[src/rtl/mips_ctrl_pkg.sv]
// Shared opcode/ALUop constants, control bundle and FSM state type for the MIPS main control.
package mips_ctrl_pkg;

  localparam logic [5:0] OP_RTYPE = 6'b000000;
  localparam logic [5:0] OP_LW    = 6'b100011;
  localparam logic [5:0] OP_SW    = 6'b101011;
  localparam logic [5:0] OP_BEQ   = 6'b000100;
  localparam logic [5:0] OP_ADDI  = 6'b001000;

  localparam logic [1:0] ALUOP_MEM = 2'b00;
  localparam logic [1:0] ALUOP_BR  = 2'b01;
  localparam logic [1:0] ALUOP_R   = 2'b10;

  typedef enum logic [1:0] {
    StIdle,
    StDecode,
    StReq,
    StDone
  } state_e;

  typedef struct packed {
    logic reg_dst;
    logic alu_src;
    logic mem_to_reg;
    logic reg_write;
    logic mem_read;
    logic mem_write;
    logic branch;
  } ctrl_t;

endpackage

[src/rtl/mips_opcode_decode.sv]
// Combinational opcode decoder: datapath controls, ALUop and an illegal-opcode flag.
module mips_opcode_decode
  import mips_ctrl_pkg::*;
(
  input  logic [5:0] opcode_i,
  output ctrl_t      ctrl_o,
  output logic [1:0] alu_op_o,
  output logic       illegal_o
);

  always_comb begin
    ctrl_o    = '0;
    alu_op_o  = ALUOP_MEM;
    illegal_o = 1'b0;
    case (opcode_i)
      OP_RTYPE: begin
        ctrl_o.reg_dst   = 1'b1;
        ctrl_o.reg_write = 1'b1;
        alu_op_o         = ALUOP_R;
      end
      OP_LW: begin
        ctrl_o.alu_src    = 1'b1;
        ctrl_o.mem_to_reg = 1'b1;
        ctrl_o.reg_write  = 1'b1;
        ctrl_o.mem_read   = 1'b1;
      end
      OP_SW: begin
        ctrl_o.alu_src   = 1'b1;
        ctrl_o.mem_write = 1'b1;
      end
      OP_BEQ: begin
        ctrl_o.branch = 1'b1;
        alu_op_o      = ALUOP_BR;
      end
      OP_ADDI: begin
        ctrl_o.alu_src   = 1'b1;
        ctrl_o.reg_write = 1'b1;
      end
      default: illegal_o = 1'b1;
    endcase
  end

endmodule

[src/rtl/mips_main_control_32.sv]
// MIPS main control: decodes one instruction, requests ALU control, returns a control word.
module mips_main_control_32
  import mips_ctrl_pkg::*;
#(
  parameter int unsigned TIMEOUT_CYCLES = 16,
  parameter int unsigned CNT_W          = 5
) (
  input  logic        clk_i,
  input  logic        reset_i,
  input  logic [31:0] instr_i,
  input  logic        instr_valid_i,
  output logic        instr_ready_o,
  output logic        alu_start_o,
  output logic [1:0]  alu_op_o,
  output logic [5:0]  alu_func_o,
  input  logic [3:0]  alu_control_i,
  input  logic        alu_finish_i,
  input  logic        alu_err_func_i,
  input  logic        alu_err_op_i,
  output logic        reg_dst_o,
  output logic        alu_src_o,
  output logic        mem_to_reg_o,
  output logic        reg_write_o,
  output logic        mem_read_o,
  output logic        mem_write_o,
  output logic        branch_o,
  output logic [3:0]  ctrl_alu_control_o,
  output logic        err_opcode_o,
  output logic        err_func_o,
  output logic        err_alu_op_o,
  output logic        err_timeout_o,
  output logic        out_valid_o,
  input  logic        out_ready_i
);

  localparam logic [CNT_W-1:0] CntLast = CNT_W'(TIMEOUT_CYCLES - 1);

  state_e           state_q, state_d;
  logic [5:0]       opcode_q, opcode_d;
  logic [5:0]       func_q, func_d;
  ctrl_t            ctrl_q, ctrl_d;
  logic [1:0]       alu_op_q, alu_op_d;
  logic [3:0]       alu_ctl_q, alu_ctl_d;
  logic             err_opcode_q, err_opcode_d;
  logic             err_func_q, err_func_d;
  logic             err_alu_op_q, err_alu_op_d;
  logic             err_timeout_q, err_timeout_d;
  logic [CNT_W-1:0] cnt_q, cnt_d;

  ctrl_t      dec_ctrl;
  logic [1:0] dec_alu_op;
  logic       dec_illegal;
  logic       unused_instr;

  assign unused_instr = ^instr_i[25:6];

  mips_opcode_decode u_decode (
    .opcode_i  (opcode_q),
    .ctrl_o    (dec_ctrl),
    .alu_op_o  (dec_alu_op),
    .illegal_o (dec_illegal)
  );

  always_comb begin
    state_d       = state_q;
    opcode_d      = opcode_q;
    func_d        = func_q;
    ctrl_d        = ctrl_q;
    alu_op_d      = alu_op_q;
    alu_ctl_d     = alu_ctl_q;
    err_opcode_d  = err_opcode_q;
    err_func_d    = err_func_q;
    err_alu_op_d  = err_alu_op_q;
    err_timeout_d = err_timeout_q;
    cnt_d         = cnt_q;
    unique case (state_q)
      StIdle: begin
        if (instr_valid_i) begin
          opcode_d = instr_i[31:26];
          func_d   = instr_i[5:0];
          state_d  = StDecode;
        end
      end
      StDecode: begin
        // Illegal opcodes decode to all-zero controls and skip the ALU request.
        ctrl_d       = dec_ctrl;
        alu_op_d     = dec_alu_op;
        alu_ctl_d    = '0;
        err_opcode_d = dec_illegal;
        cnt_d        = '0;
        state_d      = dec_illegal ? StDone : StReq;
      end
      StReq: begin
        if (alu_finish_i) begin
          alu_ctl_d    = alu_control_i;
          err_func_d   = alu_err_func_i;
          err_alu_op_d = alu_err_op_i;
          state_d      = StDone;
        end else if (cnt_q == CntLast) begin
          err_timeout_d = 1'b1;
          alu_ctl_d     = '0;
          state_d       = StDone;
        end else begin
          cnt_d = cnt_q + CNT_W'(1);
        end
      end
      StDone: begin
        if (out_ready_i) begin
          err_opcode_d  = 1'b0;
          err_func_d    = 1'b0;
          err_alu_op_d  = 1'b0;
          err_timeout_d = 1'b0;
          cnt_d         = '0;
          state_d       = StIdle;
        end
      end
      default: state_d = StIdle;
    endcase
  end

  always_ff @(posedge clk_i) begin
    if (reset_i) begin
      state_q       <= StIdle;
      opcode_q      <= '0;
      func_q        <= '0;
      ctrl_q        <= '0;
      alu_op_q      <= '0;
      alu_ctl_q     <= '0;
      err_opcode_q  <= 1'b0;
      err_func_q    <= 1'b0;
      err_alu_op_q  <= 1'b0;
      err_timeout_q <= 1'b0;
      cnt_q         <= '0;
    end else begin
      state_q       <= state_d;
      opcode_q      <= opcode_d;
      func_q        <= func_d;
      ctrl_q        <= ctrl_d;
      alu_op_q      <= alu_op_d;
      alu_ctl_q     <= alu_ctl_d;
      err_opcode_q  <= err_opcode_d;
      err_func_q    <= err_func_d;
      err_alu_op_q  <= err_alu_op_d;
      err_timeout_q <= err_timeout_d;
      cnt_q         <= cnt_d;
    end
  end

  assign instr_ready_o      = (state_q == StIdle);
  assign alu_start_o        = (state_q == StReq);
  assign out_valid_o        = (state_q == StDone);
  assign alu_op_o           = alu_op_q;
  assign alu_func_o         = func_q;
  assign reg_dst_o          = ctrl_q.reg_dst;
  assign alu_src_o          = ctrl_q.alu_src;
  assign mem_to_reg_o       = ctrl_q.mem_to_reg;
  assign reg_write_o        = ctrl_q.reg_write;
  assign mem_read_o         = ctrl_q.mem_read;
  assign mem_write_o        = ctrl_q.mem_write;
  assign branch_o           = ctrl_q.branch;
  assign ctrl_alu_control_o = alu_ctl_q;
  assign err_opcode_o       = err_opcode_q;
  assign err_func_o         = err_func_q;
  assign err_alu_op_o       = err_alu_op_q;
  assign err_timeout_o      = err_timeout_q;

endmodule

[config.mk]
export PLATFORM = sky130hd
export DESIGN_NAME = mips_main_control_32
export DESIGN_NICKNAME = d
export VERILOG_FILES = /design/src/rtl/mips_ctrl_pkg.sv /design/src/rtl/mips_opcode_decode.sv /design/src/rtl/mips_main_control_32.sv
export SDC_FILE = /design/constraint.sdc
export NUM_CORES = 1
export LEC_CHECK = 0
export CAP_MARGIN = 20
export CORE_MARGIN = 4
export CORE_UTILIZATION = 36
export CTS_CLUSTER_SIZE = 24
export DETAILED_ROUTE_END_ITERATION = 12
export PLACE_DENSITY = 0.83
export SLEW_MARGIN = 10
export SYNTH_ARGS = -nofsm -noshare
export SYNTH_HDL_FRONTEND = slang
export SYNTH_SLANG_ARGS = --single-unit
[constraint.sdc]
create_clock -name clk_i -period 2.35 [get_ports clk_i]
set_input_delay 0.3525 -clock clk_i [delete_from_list [all_inputs] [get_ports clk_i]]
set_output_delay 0.3525 -clock clk_i [all_outputs]
set_load 0.005 [all_outputs]
==> results of run 1 <==
placed cells by master, fill, tap and decap left out, types with 2 or more instances in the layout:
cell	count
clkdlybuf4s50_1	48
dfxtp_1	34
nand2_1	33
a21oi_1	27
nor2_1	12
nand2b_1	8
inv_1	6
o21ai_0	6
ha_1	6
clkbuf_8	6
nand4_1	5
nand3_1	4
and3_1	3
mux2i_1	3
nand4b_1	3
buf_4	3
xnor2_1	2
a31oi_1	2
nor2b_1	2
a2bb2oi_1	2
o211ai_1	2
per-stage QoR:
step	setup WS [ns]	cells	total power, mW	util [%]	cell area, um^2
after floorplan	0.687	185	1.24	-	1550
after CTS	0.272	283	1.99	52.7	2150
after global routing	0.213	283	2.11	52.7	2150
after global placement	0.496	275	1.51	50.3	2060
after detailed placement	0.453	275	1.54	50.3	2060
final	0.282	283	1.97	52.7	2150
cells by family after synthesis:
kind of cell,Yosys count,synth area share (%)
mux,3,1.94
fa+ha+maj,6,4.84
flops,34,43.9
compound gates,44,16.5
buf+inv,18,5.49
xor+xnor,2,1.13
simple gates,78,26.2
report_power, final:
group	internal [mW]	switching, mW	total [mW]
combinational	0.373	0.421	0.795
sequential	0.664	0.0704	0.735
clock	0.235	0.208	0.443
sequential cells by signal, summed over array words and instances, names as in the netlist:
signal / cells
ctrl_alu_control_o: 4
reg_dst_o: 1
branch_o: 1
err_alu_op_o: 1
state_q: 2
reg_write_o: 1
mem_read_o: 1
err_opcode_o: 1
alu_src_o: 1
cnt_q: 5
alu_func_o: 6
alu_op_o: 1
mem_write_o: 1
err_timeout_o: 1
opcode_q: 6
err_func_o: 1
worst reg2reg max path: stages, from the launching register on:
cell     delay [ns]
dfxtp_1        0.34
ha_1           0.22
and3_1         0.19
ha_1           0.24
o21a_1         0.25
nor3_4         0.21
mux2i_1        0.22
nor2_1         0.05
area by class of cell:
| cell class | instances | area (um^2) | share of cell area [%] |
|---|---|---|---|
| repair buffers | 51 | 503 | 23.4 |
| flip-flops and latches | 34 | 681 | 31.6 |
| inverters | 7 | 26.3 | 1.22 |
| well taps | 50 | 62.6 | 2.91 |
| clock buffers | 6 | 82.6 | 3.84 |
| multi-input cells | 133 | 785 | 36.5 |
| clock inverters | 2 | 12.5 | 0.581 |
worst max-delay path by stage:
| stage | start | endpoint | slack [ns] | cells after the start |
|---|---|---|---|---|
| 6_report | state_q[0] | instr_ready_o | 0.28 | 3 |
| 5_1_grt | state_q[0] | instr_ready_o | 0.21 | 3 |
| 4_1_cts | state_q[0] | instr_ready_o | 0.27 | 3 |
| 3_5_place_dp | alu_finish_i | ctrl_alu_control_o[3] | 0.45 | 5 |
| 3_3_place_gp | alu_finish_i | ctrl_alu_control_o[1] | 0.50 | 5 |
| 2_1_floorplan | cnt_q[0] | cnt_q[0] | 0.69 | 7 |
layer usage:
metal,routed length [um],vias to the layer above
li1,-,731
met5,0,-
met3,167,6
met4,68,0
met1,1600,643
met2,1800,27
==> impl_metrics.py, run 1 <==
metrics = {
    "pwr": {
        "power_density_nw_per_um2": 917,
        "max-vdd-ir-drop_mv": 0.450,
        "p_leak_nw": 0.779,
    },
    "global_route": {
        "grt_util_met1_pct": 16.8,
        "grt_antenna_before_repair": 0,
        "grtUsageMet3_pct": 4.24,
        "grt_pass1_vias": 1394,
        "top_usage_layer": "met2",
        "grt_max_degree": 18,
        "grt_pass1_wl_um": 6150,
        "track_usage_pct": 14.5,
        "grt_use_met2_pct": 24.5,
        "overflow": 0,
    },
    "critical_path": {
        "cp.required_ns": 2.00,
        "worstSetupPathType": "flip-flop to primary output",
        "path_delay_family": "buffers and inverters",
        "reg2reg_depth": 7,
        "worst_r2r_endpoint": "cnt_q[0]",
        "cp_slowest_cell": "clkdlybuf4s50_1",
        "end_kind": "primary output",
        "r2r_setup_slack_ns": 0.52,
        "path_max_fanout": 7,
        "critPathArrivalTime_ns": 1.72,
        "r2r_start": "cnt_q[0]",
        "crit_path_max_incr_delay_ns": 0.59,
        "cp-start-kind": "flip-flop",
        "cp_num_buf_inv": 2,
        "cp_cell_sequence": "inv_1 > ha_1 > clkdlybuf4s50_1",
    },
    "sta": {
        "fmaxAchievable_mhz": 483,
        "max_slew_margin_pct": 69.5,
        "report.final.setup_viol": 0,
        "drv_slew": 0,
        "finalHoldViolCount": 0,
        "hold_slack_ns": 0.447,
        "fin_tns_setup_ns": 0,
        "rsz0062_at_grt": "no",
        "period_share_pct": 88.0,
        "skew_ns": 0.00518,
        "fin_crit_ns": 2.07,
        "worst_slew_pin_slew_ns": 0.453,
    },
    "clocking": {
        "htree_levels": 2,
        "cts.sink_count": 34,
        "clockRootBuffer": "clkbuf_8",
        "numCtsBuffers": 5,
        "cts_setup_buffers": 0,
        "clock_latency_ns": 0.29,
        "path_clk_slew_ns": 0.07,
        "ctsResizeCount": 0,
        "tritoncts": "done",
        "holdBufCountCts": 0,
        "cts.path.max_buffers": 2,
    },
    "detailed_routing": {
        "wl_per_cell_um": 12.9,
        "drc": 0,
        "vias": 1407,
        "drt_iter0_drc": 59,
        "ant_nets": 0,
        "firstDrtPassIters": 4,
        "wirelength_um": 3640,
        "routed_via_density": 4.97,
    },
    "hold_path": {
        "hold_path.class": "flip-flop to flip-flop",
        "hold_start": "ctrl_alu_control_o[1]",
        "hold_end": "ctrl_alu_control_o[1]",
        "hold_depth": 2,
    },
    "yosys": {
        "ys_ff_latch": 34,
        "synth.area.top_cells": "dfxtp_1 44%, a21oi_1 8.7%, nand2_1 8.0%, ha_1 4.8%, nand2b_1 3.2%",
        "yosysTopAreaCell": "dfxtp_1",
        "synth_cell_types": 36,
        "synthMostInstantiatedCell": "dfxtp_1",
        "netlist_top_cells_count": "34 x dfxtp_1, 33 x nand2_1, 27 x a21oi_1",
        "synth_edf_count": 0,
        "async_reset_ff_share_pct": 0,
        "synth_fp_nets": 234,
        "seq_area_frac_synth_pct": 43.9,
        "netlist_area_um2": 1550,
        "synth-warning-count": 0,
        "synth_top_area_share_pct": 43.9,
        "synth_cells": 185,
        "ys.flop_type": "dfxtp_1",
        "avgSynthCellArea_um2": 8.38,
    },
    "cells_and_area": {
        "diodes": 0,
        "syn2layout_area_growth_pct": 38.8,
        "nNetsFinal": 281,
        "drive_gt1_share_pct": 7.73,
        "nFillCells": 401,
    },
    "placement": {
        "globalplace.congestion": 0.750,
        "dp.final_hpwl_um": 2690,
        "io_buffer_count": 48,
    },
    "floorplan": {
        "rows": 23,
        "die_width_um": 73.6,
        "die_area_um2": 5420,
        "ios": 69,
        "core_um2": 4090,
        "start_util_pct": 37.9,
        "die_h_um": 73.6,
    },
    "job": {
        "cap_violations": 0,
    },
    "status": {
        "status": "complete, no violations",
    },
}
Note: power is estimated with default switching activity, not from simulation.
==> inputs of run 2 (changes only) <==
--- a/config.mk
+++ b/config.mk
@@ -10,8 +10,9 @@
 export CORE_UTILIZATION = 36
 export CTS_CLUSTER_SIZE = 24
 export DETAILED_ROUTE_END_ITERATION = 12
-export PLACE_DENSITY = 0.83
+export PLACE_DENSITY = 0.81
 export SLEW_MARGIN = 10
 export SYNTH_ARGS = -nofsm -noshare
 export SYNTH_HDL_FRONTEND = slang
+export SYNTH_HIERARCHICAL = 1
 export SYNTH_SLANG_ARGS = --single-unit
==> run 2 against run 1 <==
Net effect: maximum frequency down 3.7%; worst hold slack improved by 0.0052 ns; sequential share of layout area is 0.11 points higher; first-iteration DRC count up 5.1%; clock power rose by 2%; cell area grew 5.5%; critical path type unchanged; largest power group is now sequential cells; highest routed layer unchanged.
==> impl_metrics.py, run 2 <==
metrics = {
    "cells_and_area": {
        "multi_input_area_um2": 870,
        "regArea_um2": 721,
        "diodes": 0,
        "nNetsFinal": 283,
        "mostFrequentLayoutCells": "48 x clkdlybuf4s50_1, 36 x dfxtp_1, 31 x nand2_1",
        "layout_commonest_cell": "clkdlybuf4s50_1",
        "syn2layout_area_growth_pct": 33.9,
        "drive_gt1_share_pct": 6.81,
        "nFillCells": 438,
    },
    "yosys": {
        "netlist_top_cells_count": "36 x dfxtp_1, 31 x nand2_1, 20 x a21oi_1",
        "netlist_area_um2": 1700,
        "async_reset_ff_share_pct": 0,
        "synth-warning-count": 6,
        "ys.flop_type": "dfxtp_1",
        "synthMostInstantiatedCell": "dfxtp_1",
        "avgSynthCellArea_um2": 8.97,
        "synth_top_area_share_pct": 42.5,
        "seq_area_frac_synth_pct": 42.5,
        "synth_edf_count": 0,
        "synth_cells": 189,
        "ys_ff_latch": 36,
        "synth_cell_types": 42,
        "synth.area.top_cells": "dfxtp_1 43%, nand2_1 6.9%, mux2i_1 6.5%, a21oi_1 5.9%, ha_1 4.4%",
        "synth_fp_nets": 238,
        "yosysTopAreaCell": "dfxtp_1",
    },
    "critical_path": {
        "cp_cell_sequence": "inv_1 > ha_1 > clkdlybuf4s50_1",
        "end_kind": "primary output",
        "r2r_start": "state_q[0]",
        "r2r_setup_slack_ns": 0.52,
        "crit_path_max_incr_delay_ns": 0.61,
        "path_max_fanout": 9,
        "cp.required_ns": 2.00,
        "cp-start-kind": "flip-flop",
        "worstSetupPathType": "flip-flop to primary output",
        "reg2reg_depth": 7,
        "critPathArrivalTime_ns": 1.80,
        "worst_r2r_endpoint": "state_q[1]",
        "cp_slowest_cell": "clkdlybuf4s50_1",
    },
    "placement": {
        "dp_slack_ns": 0.465,
        "dp.final_hpwl_um": 2750,
        "io_buffer_count": 48,
        "globalplace.congestion": 0.747,
    },
    "global_route": {
        "grt_antenna_before_repair": 0,
        "grt_pass1_vias": 1423,
        "grt_max_degree": 17,
        "overflow": 0,
        "track_usage_pct": 13.5,
        "grt_pass1_wl_um": 6560,
    },
    "sta": {
        "skew_ns": 0.00626,
        "report.final.setup_viol": 0,
        "drv_slew": 0,
        "fin_ws_ns": 0.202,
        "rsz0062_at_grt": "no",
        "max_slew_margin_pct": 59.7,
        "finalHoldViolCount": 0,
        "period_share_pct": 91.4,
        "fin_crit_ns": 2.15,
        "hold_slack_ns": 0.452,
        "fin_tns_setup_ns": 0,
        "fmaxAchievable_mhz": 466,
        "worst_slew_pin_slew_ns": 0.605,
    },
    "detailed_routing": {
        "wl_per_cell_um": 13.2,
        "drt_iter0_drc": 62,
        "ant_nets": 0,
        "wirelength_um": 3800,
        "drc": 0,
        "routed_via_density": 5.04,
        "firstDrtPassIters": 4,
        "vias": 1447,
    },
    "pwr": {
        "p_leak_nw": 0.816,
        "power_density_nw_per_um2": 866,
        "max-vdd-ir-drop_mv": 0.543,
        "power.total_mw": 1.97,
    },
    "clocking": {
        "cts.path.max_buffers": 2,
        "cts_setup_buffers": 0,
        "numCtsBuffers": 5,
        "clock_latency_ns": 0.29,
        "tritoncts": "done",
        "cts.sink_count": 36,
        "ctsResizeCount": 0,
        "htree_levels": 2,
        "path_clk_slew_ns": 0.07,
        "holdBufCountCts": 0,
        "clockRootBuffer": "clkbuf_8",
    },
    "floorplan": {
        "start_util_pct": 38.1,
        "rows": 24,
        "die_width_um": 76.6,
        "die_area_um2": 5870,
        "ios": 69,
        "core_um2": 4440,
        "die_h_um": 76.6,
    },
    "hold_path": {
        "hold_start": "err_alu_op_o",
        "hold_end": "err_alu_op_o",
        "hold_depth": 2,
        "hold_path.class": "flip-flop to flip-flop",
    },
    "job": {
        "cap_violations": 0,
    },
    "status": {
        "status": "complete, no violations",
    },
}
-- run 2: cell families (layout without fill, tap and decap cells) --
family	after synthesis	in the layout	synth area share [%]
DFF	36	36	42.5
muxes	11	11	6.49
buffers and inverters	19	65	6.20
AOI/OAI and AO/OA	33	33	12.3
and+or+nand+nor	81	81	26.6
adders and majority gates	6	6	4.43
xor gates and xnor gates	3	3	1.55
-- run 2: report_power, final --
group | leakage (nW) | internal (mW) | switching [mW] | total, mW
clock network | 0.0455 | 0.239 | 0.214 | 0.453
registers | 0.293 | 0.702 | 0.0799 | 0.782
logic | 0.478 | 0.368 | 0.365 | 0.733
total | 0.816 | 1.31 | 0.659 | 1.97
-- run 2: worst max path at each step --
stage                            start            end  slack [ns]  cells after the start
after floorplan               cnt_q[0]       cnt_q[4]        0.69                      7
after global placement    alu_finish_i       cnt_q[4]        0.50                      5
after detailed placement  alu_finish_i       cnt_q[4]        0.47                      5
after CTS                   state_q[0]  instr_ready_o        0.19                      3
after global routing        state_q[0]  instr_ready_o         0.1                      3
final                       state_q[0]  instr_ready_o        0.20                      3
-- run 2: per-stage QoR --
stage	util, %	cells	instance area [um^2]
3_3_place_gp	49.1	279	2180
6_report	51.1	287	2270
4_1_cts	51.1	287	2270
2_1_floorplan	-	189	1700
5_1_grt	51.1	287	2270
3_5_place_dp	49.1	279	2180
-- run 2: metal layers --
layer	share of wire (%)	vias up	global-route usage (%)
met1	48	658	16.6
met2	45	46	22.4
met5	0	-	0
li1	-	739	-
met3	6.2	4	4.26
met4	0.76	0	4.35
-- run 2: layout make-up --
type	count	share of cell area [%]
clock buffer	8	3.97
tap	52	2.87
inverter	6	0.992
timing repair buffer	51	22.1
multi-input combinational	134	38.3
sequential	36	31.7
-- run 2: worst max-delay path, delay by kind of cell, from the launching register on --
| family | cells | cell delay, ns |
|---|---|---|
| DFF | 1 | 0.34 |
| adders and majority gates | 1 | 0.46 |
| buffers and inverters | 2 | 0.70 |
